[src/rtl/uart_word_tx_if.sv]
// Bundle between the word sequencer, its client and the uart core.
// master: client/uart side (word_in, send, uart_busy, rx_active); slave: sequencer.
interface uart_word_tx_if #(
    parameter int WORD_BYTES = 4
);
    logic [8*WORD_BYTES-1:0] word_in;
    logic                    send;
    logic                    busy;
    logic                    done;
    logic                    error;
    logic                    send_dropped;
    logic [7:0]              tx_byte;
    logic                    tx_start;
    logic                    uart_busy;
    logic                    rx_active;

    modport master (
        output word_in, send, uart_busy, rx_active,
        input  busy, done, error, send_dropped, tx_byte, tx_start
    );

    modport slave (
        input  word_in, send, uart_busy, rx_active,
        output busy, done, error, send_dropped, tx_byte, tx_start
    );
endinterface

[src/rtl/uart_word_tx.sv]
// Sends a latched WORD_BYTES word MSB byte first through the uart core, one frame per byte.
// Ports: clock, reset (async active-low), bus (slave: request/status + uart tx handshake).
module uart_word_tx #(
    parameter int WORD_BYTES  = 4,
    parameter int GAP_CYCLES  = 0,
    parameter int ACK_TIMEOUT = 1024
) (
    input logic           clock,
    input logic           reset,
    uart_word_tx_if.slave bus
);
    localparam int WB = 8 * WORD_BYTES;
    localparam int RW = $clog2(WORD_BYTES + 1);
    localparam int TW = $clog2(ACK_TIMEOUT);
    localparam int GW = (GAP_CYCLES > 1) ? $clog2(GAP_CYCLES) : 1;

    localparam logic [RW-1:0] R_FULL = RW'(WORD_BYTES);
    localparam logic [RW-1:0] R_ONE  = RW'(1);
    localparam logic [TW-1:0] T_LAST = TW'(ACK_TIMEOUT - 1);
    localparam logic [GW-1:0] G_LAST = GW'((GAP_CYCLES > 0) ? GAP_CYCLES - 1 : 0);

    typedef enum logic [2:0] {
        IDLE,
        ISSUE,
        ACK,
        DRAIN,
        GAP
    } state_t;

    state_t        state;
    logic [WB-1:0] shreg;
    logic [RW-1:0] remaining;
    logic [TW-1:0] timer;
    logic [GW-1:0] gap_cnt;
    logic          busy;
    logic          done;
    logic          error;
    logic          dropped;
    logic [7:0]    tx_byte;
    logic          tx_start;

    assign bus.busy         = busy;
    assign bus.done         = done;
    assign bus.error        = error;
    assign bus.send_dropped = dropped;
    assign bus.tx_byte      = tx_byte;
    assign bus.tx_start     = tx_start;

    always_ff @(posedge clock or negedge reset) begin
        if (!reset) begin
            state     <= IDLE;
            shreg     <= '0;
            remaining <= '0;
            timer     <= '0;
            gap_cnt   <= '0;
            busy      <= 1'b0;
            done      <= 1'b0;
            error     <= 1'b0;
            dropped   <= 1'b0;
            tx_byte   <= 8'h00;
            tx_start  <= 1'b0;
        end else begin
            done     <= 1'b0;
            error    <= 1'b0;
            tx_start <= 1'b0;
            // Any request that lands while a word is in flight is refused.
            dropped  <= bus.send && (state != IDLE);

            unique case (state)
                IDLE: begin
                    if (bus.send) begin
                        shreg     <= bus.word_in;
                        remaining <= R_FULL;
                        busy      <= 1'b1;
                        state     <= ISSUE;
                    end
                end
                ISSUE: begin
                    // A frame still on the wire or an inbound frame holds us off.
                    if (!bus.uart_busy && !bus.rx_active) begin
                        tx_byte  <= shreg[WB-1 -: 8];
                        tx_start <= 1'b1;
                        timer    <= '0;
                        state    <= ACK;
                    end
                end
                ACK: begin
                    if (bus.uart_busy) begin
                        state <= DRAIN;
                    end else if (timer == T_LAST) begin
                        error <= 1'b1;
                        busy  <= 1'b0;
                        state <= IDLE;
                    end else begin
                        timer <= timer + 1'b1;
                    end
                end
                DRAIN: begin
                    if (!bus.uart_busy) begin
                        shreg     <= shreg << 8;
                        remaining <= remaining - 1'b1;
                        if (remaining == R_ONE) begin
                            done  <= 1'b1;
                            busy  <= 1'b0;
                            state <= IDLE;
                        end else if (GAP_CYCLES > 0) begin
                            gap_cnt <= '0;
                            state   <= GAP;
                        end else begin
                            state <= ISSUE;
                        end
                    end
                end
                GAP: begin
                    if (gap_cnt == G_LAST) begin
                        state <= ISSUE;
                    end else begin
                        gap_cnt <= gap_cnt + 1'b1;
                    end
                end
                default: begin
                    state <= IDLE;
                    busy  <= 1'b0;
                end
            endcase
        end
    end
endmodule

[src/flat_wrapper.sv]
// flat-port wrapper written by rule: the top's interface ports become plain ports
module uart_word_tx_flat 
#(
    parameter int WORD_BYTES  = 4,
    parameter int GAP_CYCLES  = 0,
    parameter int ACK_TIMEOUT = 1024
)
  (clock, reset, bus_word_in, bus_send, bus_uart_busy, bus_rx_active, bus_busy, bus_done, bus_error, bus_send_dropped, bus_tx_byte, bus_tx_start);
  uart_word_tx_if #(.WORD_BYTES(WORD_BYTES)) bus_i ();
  input logic clock;
  input logic reset;
  input wire logic [$bits(bus_i.word_in)-1:0] bus_word_in;
  input wire logic [$bits(bus_i.send)-1:0] bus_send;
  input wire logic [$bits(bus_i.uart_busy)-1:0] bus_uart_busy;
  input wire logic [$bits(bus_i.rx_active)-1:0] bus_rx_active;
  output wire logic [$bits(bus_i.busy)-1:0] bus_busy;
  output wire logic [$bits(bus_i.done)-1:0] bus_done;
  output wire logic [$bits(bus_i.error)-1:0] bus_error;
  output wire logic [$bits(bus_i.send_dropped)-1:0] bus_send_dropped;
  output wire logic [$bits(bus_i.tx_byte)-1:0] bus_tx_byte;
  output wire logic [$bits(bus_i.tx_start)-1:0] bus_tx_start;
  assign bus_i.word_in = bus_word_in;
  assign bus_i.send = bus_send;
  assign bus_i.uart_busy = bus_uart_busy;
  assign bus_i.rx_active = bus_rx_active;
  assign bus_busy = bus_i.busy;
  assign bus_done = bus_i.done;
  assign bus_error = bus_i.error;
  assign bus_send_dropped = bus_i.send_dropped;
  assign bus_tx_byte = bus_i.tx_byte;
  assign bus_tx_start = bus_i.tx_start;
  uart_word_tx #(.WORD_BYTES(WORD_BYTES), .GAP_CYCLES(GAP_CYCLES), .ACK_TIMEOUT(ACK_TIMEOUT)) u_core (.clock(clock), .reset(reset), .bus(bus_i));
endmodule
[config.mk]
export PLATFORM = sky130hd
export DESIGN_NAME = uart_word_tx_flat
export DESIGN_NICKNAME = d
export VERILOG_FILES = /design/src/rtl/uart_word_tx_if.sv /design/src/rtl/uart_word_tx.sv /design/src/flat_wrapper.sv
export SDC_FILE = /design/constraint.sdc
export NUM_CORES = 1
export LEC_CHECK = 0
export BUFFER_PORTS_ARGS = -buffer_cell sky130_fd_sc_hd__buf_2
export CAP_MARGIN = 40
export CORE_AREA = 2 2 91 93
export DETAILED_ROUTE_END_ITERATION = 10
export DIE_AREA = 0 0 93 95
export HOLD_SLACK_MARGIN = 0.06
export SYNTH_ARGS = -nofsm -noshare
export SYNTH_HDL_FRONTEND = slang
export SYNTH_SLANG_ARGS = --single-unit
[constraint.sdc]
create_clock -name clock -period 1.85 [get_ports clock]
set_input_delay 0.4625 -clock clock [delete_from_list [all_inputs] [get_ports clock]]
set_output_delay 0.4625 -clock clock [all_outputs]
set_load 0.02 [all_outputs]
==> flow_summary.yaml <==
placed_design:
  dpl.hpwl_um: 4340
  preCtsSetupSlack_ns: 0.0416
  postPlaceCellArea_um2: 3430
  numPortBuffers: 49
  globalplace.congestion: 0.805
  placed_cells_incl_taps: 433
setup_path:
  kind_of_critical_path: "reg2reg"
  source_of_the_worst_register_to_register_timing_path: "u_core.state[1]"
  timing.critical_path.from_type: "register"
  cp_data_required_time_ns: 2.12
  critPathCaptureType: "register"
  reg2reg_slack_ns: 0.06
  worst_reg2reg_endpoint: "u_core.state[1]"
  r2r_cells: 7
  critPathLaunch: "u_core.state[1]"
  crit_fanout: 5
  timing.critical_path.arrival_ns: 2.05
global_routing:
  first_pass_grt_wire_length_um: 10400
  grt-ovfl-total: 0
  grt_max_degree: 61
  grt_usage_pct: 15.1
  antenna_found_initial: 0
  first_global_vias: 2145
synth:
  synth.area.top_cells: "sky130_fd_sc_hd__dfrtp_1 (51%), sky130_fd_sc_hd__mux2i_1 (8.2%), sky130_fd_sc_hd__nand2_1 (5.4%)"
  synth_most_common_cell: "sky130_fd_sc_hd__dfrtp_1"
  netlist_instances: 273
  yosysUniqueCellTypes: 47
  synthesis.area_um2: 2930
  ys_ff_latch: 60
  edff_count_synth: 0
  synth_seq_area_share_pct: 51.2
  asyncSetResetFlopFracSynth_pct: 100
  yosys_most_used_dff: "sky130_fd_sc_hd__dfrtp_1"
  yosys.area.top_type_share_pct: 51.2
  synthesis.yosys.warnings: 0
  syn-mean-instance-area_um2: 10.7
  synth_nets: 317
  top_cells_by_instance_count_after_synthesis: "sky130_fd_sc_hd__dfrtp_1 (60), sky130_fd_sc_hd__nand2_1 (42), sky130_fd_sc_hd__o21ai_0 (30)"
  synth_area_leader_cell: "sky130_fd_sc_hd__dfrtp_1"
sta:
  tightestPinTransition_ns: 0.567
  clock_skew_ns: 0.00900
  finalSetupViolCount: 0
  slew_violations: 0
  period_minus_slack_ns: 1.79
  finalHoldViolCount: 0
  slew_headroom_pct: 62.0
  post-route-period-util_pct: 96.6
  final_critical_path_setup_slack_ns: 0.0637
  fmax_mhz: 560
status:
  status: "complete, no violations"
floorplanning:
  die_height_um: 95
  floorplan.core_area_um2: 7930
  io_pins: 50
  initial_utilization_pct: 37.0
  die-area_um2: 8840
  placementRows: 33
  die_w_um: 93
hold_path:
  timing.hold.worst.class: "in2async"
final_layout:
  layout.core_utilization_pct: 46.7
  layout-area-overhead-vs-synth_pct: 26.3
  layout.cell_area.non_filler_um2: 3700
  drive_above_1_share_pct: 31.7
  finalNetCount: 384
  fill_cells: 771
  fin_cells: 449
  antenna-diode-count: 0
drt:
  routed_wirelength_um: 6360
  final_antenna_net_count: 0
  detail_route.drc_violations: 0
  route.vias.total: 2257
  initialDrtViolationCount: 110
  route.detailed.vias_per_inst: 5.03
  detail_route.wl_per_cell_um: 14.2
  first_pass_iters: 4
clocking:
  path_clk_slew_ns: 0.07
  cts_tree: "yes"
  numClockSinks: 60
  cts-root-to-sink-buffers: 2
  cts_setup_buffers: 0
  numCtsBuffers: 9
  root_buf_cell: "sky130_fd_sc_hd__clkbuf_8"
  cts_max_level: 3
  hold_fix_buffers_cts: 0
  clk-insertion-delay-late_ns: 0.34
run:
  reported_max_cap_violation_count: 0
power:
  max-vdd-ir-drop_v: 0.000674
  power.density_cell_area_nw_per_um2: 1610
  p_leak_nw: 1.74
-- flip-flops by register name, summed over array words and instances, names as in the netlist --
signal / flops
u_core.state: 2
u_core.remaining: 3
u_core.bus.error: 1
u_core.bus.busy: 1
u_core.bus.done: 1
u_core.bus.send_dropped: 1
u_core.bus.tx_start: 1
u_core.shreg: 32
u_core.timer: 10
u_core.bus.tx_byte: 8
-- layer usage --
metal / up-vias / part of all wire, % / track usage [%] / wire length, um
met1: 1087 / 49 / 20.9 / 3130
li1: 1122 / - / - / -
met3: 11 / 3.5 / 4.55 / 224
met5: - / 0 / 0 / 0
met4: 0 / 2.3 / 7.23 / 144
met2: 37 / 45 / 21.7 / 2860
-- metrics by stage --
stage          power [mW]  hold slack (ns)  TNS [ns]
5_1_grt              6.42            0.154    -0.125
3_5_place_dp         4.53            0.466         0
3_3_place_gp         4.47            0.459         0
4_1_cts              5.91            0.125         0
2_1_floorplan        3.77            0.167         0
6_report             5.97            0.128         0
-- cells in the final DEF (no fill, tap or decap), drive strengths merged, types with 3 or more instances in the layout --
master   n
mux2i   24
nand3    7
nand2   42
buf     71
mux2    11
or4      3
nor3     6
nand4    3
dfrtp   60
clkbuf  13
ha       7
o211ai   4
a21oi    7
a22o     9
o21ai   30
nand2b   3
nor2     3
inv      8
-- cell type report --
type	instances	area [um2]	area share (%)
sequential	60	1500	40.6
tap	105	131	3.55
multi-input combinational	189	1340	36.3
clock buffer	12	165	4.46
clock inverter	3	68.8	1.86
timing repair buffer	72	460	12.4
inverter	8	30.0	0.812
-- worst max-delay path: stages, from the launching register on --
cell and delay, ns:
sky130_fd_sc_hd__dfrtp_1 0.41, sky130_fd_sc_hd__inv_1 0.13, sky130_fd_sc_hd__ha_2 0.25, sky130_fd_sc_hd__buf_4 0.13
sky130_fd_sc_hd__nor2b_2 0.20, sky130_fd_sc_hd__nor3_1 0.08, sky130_fd_sc_hd__a221oi_1 0.31, sky130_fd_sc_hd__o41a_1 0.21
-- worst max-delay path by stage --
stage	end	slack, ns	cells past startpoint
floorplan	u_core.bus.busy	0.02	6
global placement	u_core.state[1]	0.07	7
detailed placement	u_core.bus.busy	0.04	5
CTS	u_core.bus.busy	0.05	5
global route	u_core.state[1]	-0.06	7
finish	u_core.state[1]	0.06	7
-- power breakdown --
group          switching, mW  internal [mW]
sequential             0.282           1.82
combinational           1.37           1.13
clock                  0.506          0.864
total                   2.15           3.82
-- cells by family after synthesis --
group,Yosys count,share of synthesized area (%)
muxes,35,12.4
xor gates and xnor gates,1,0.299
buffers and inverters,24,3.54
adders and majority gates,7,2.99
AOI/OAI and AO/OA,65,15.3
and+or+nand+nor,81,14.2
DFF,60,51.2
-- what timing repair did --
item / 4_1_cts / 5_1_grt
setup endpoints to repair: 0 / 38
endpoints found under the hold margin: 0 / 0
gates resized for setup: 0 / 6
Note: power is estimated with default switching activity, not from simulation.
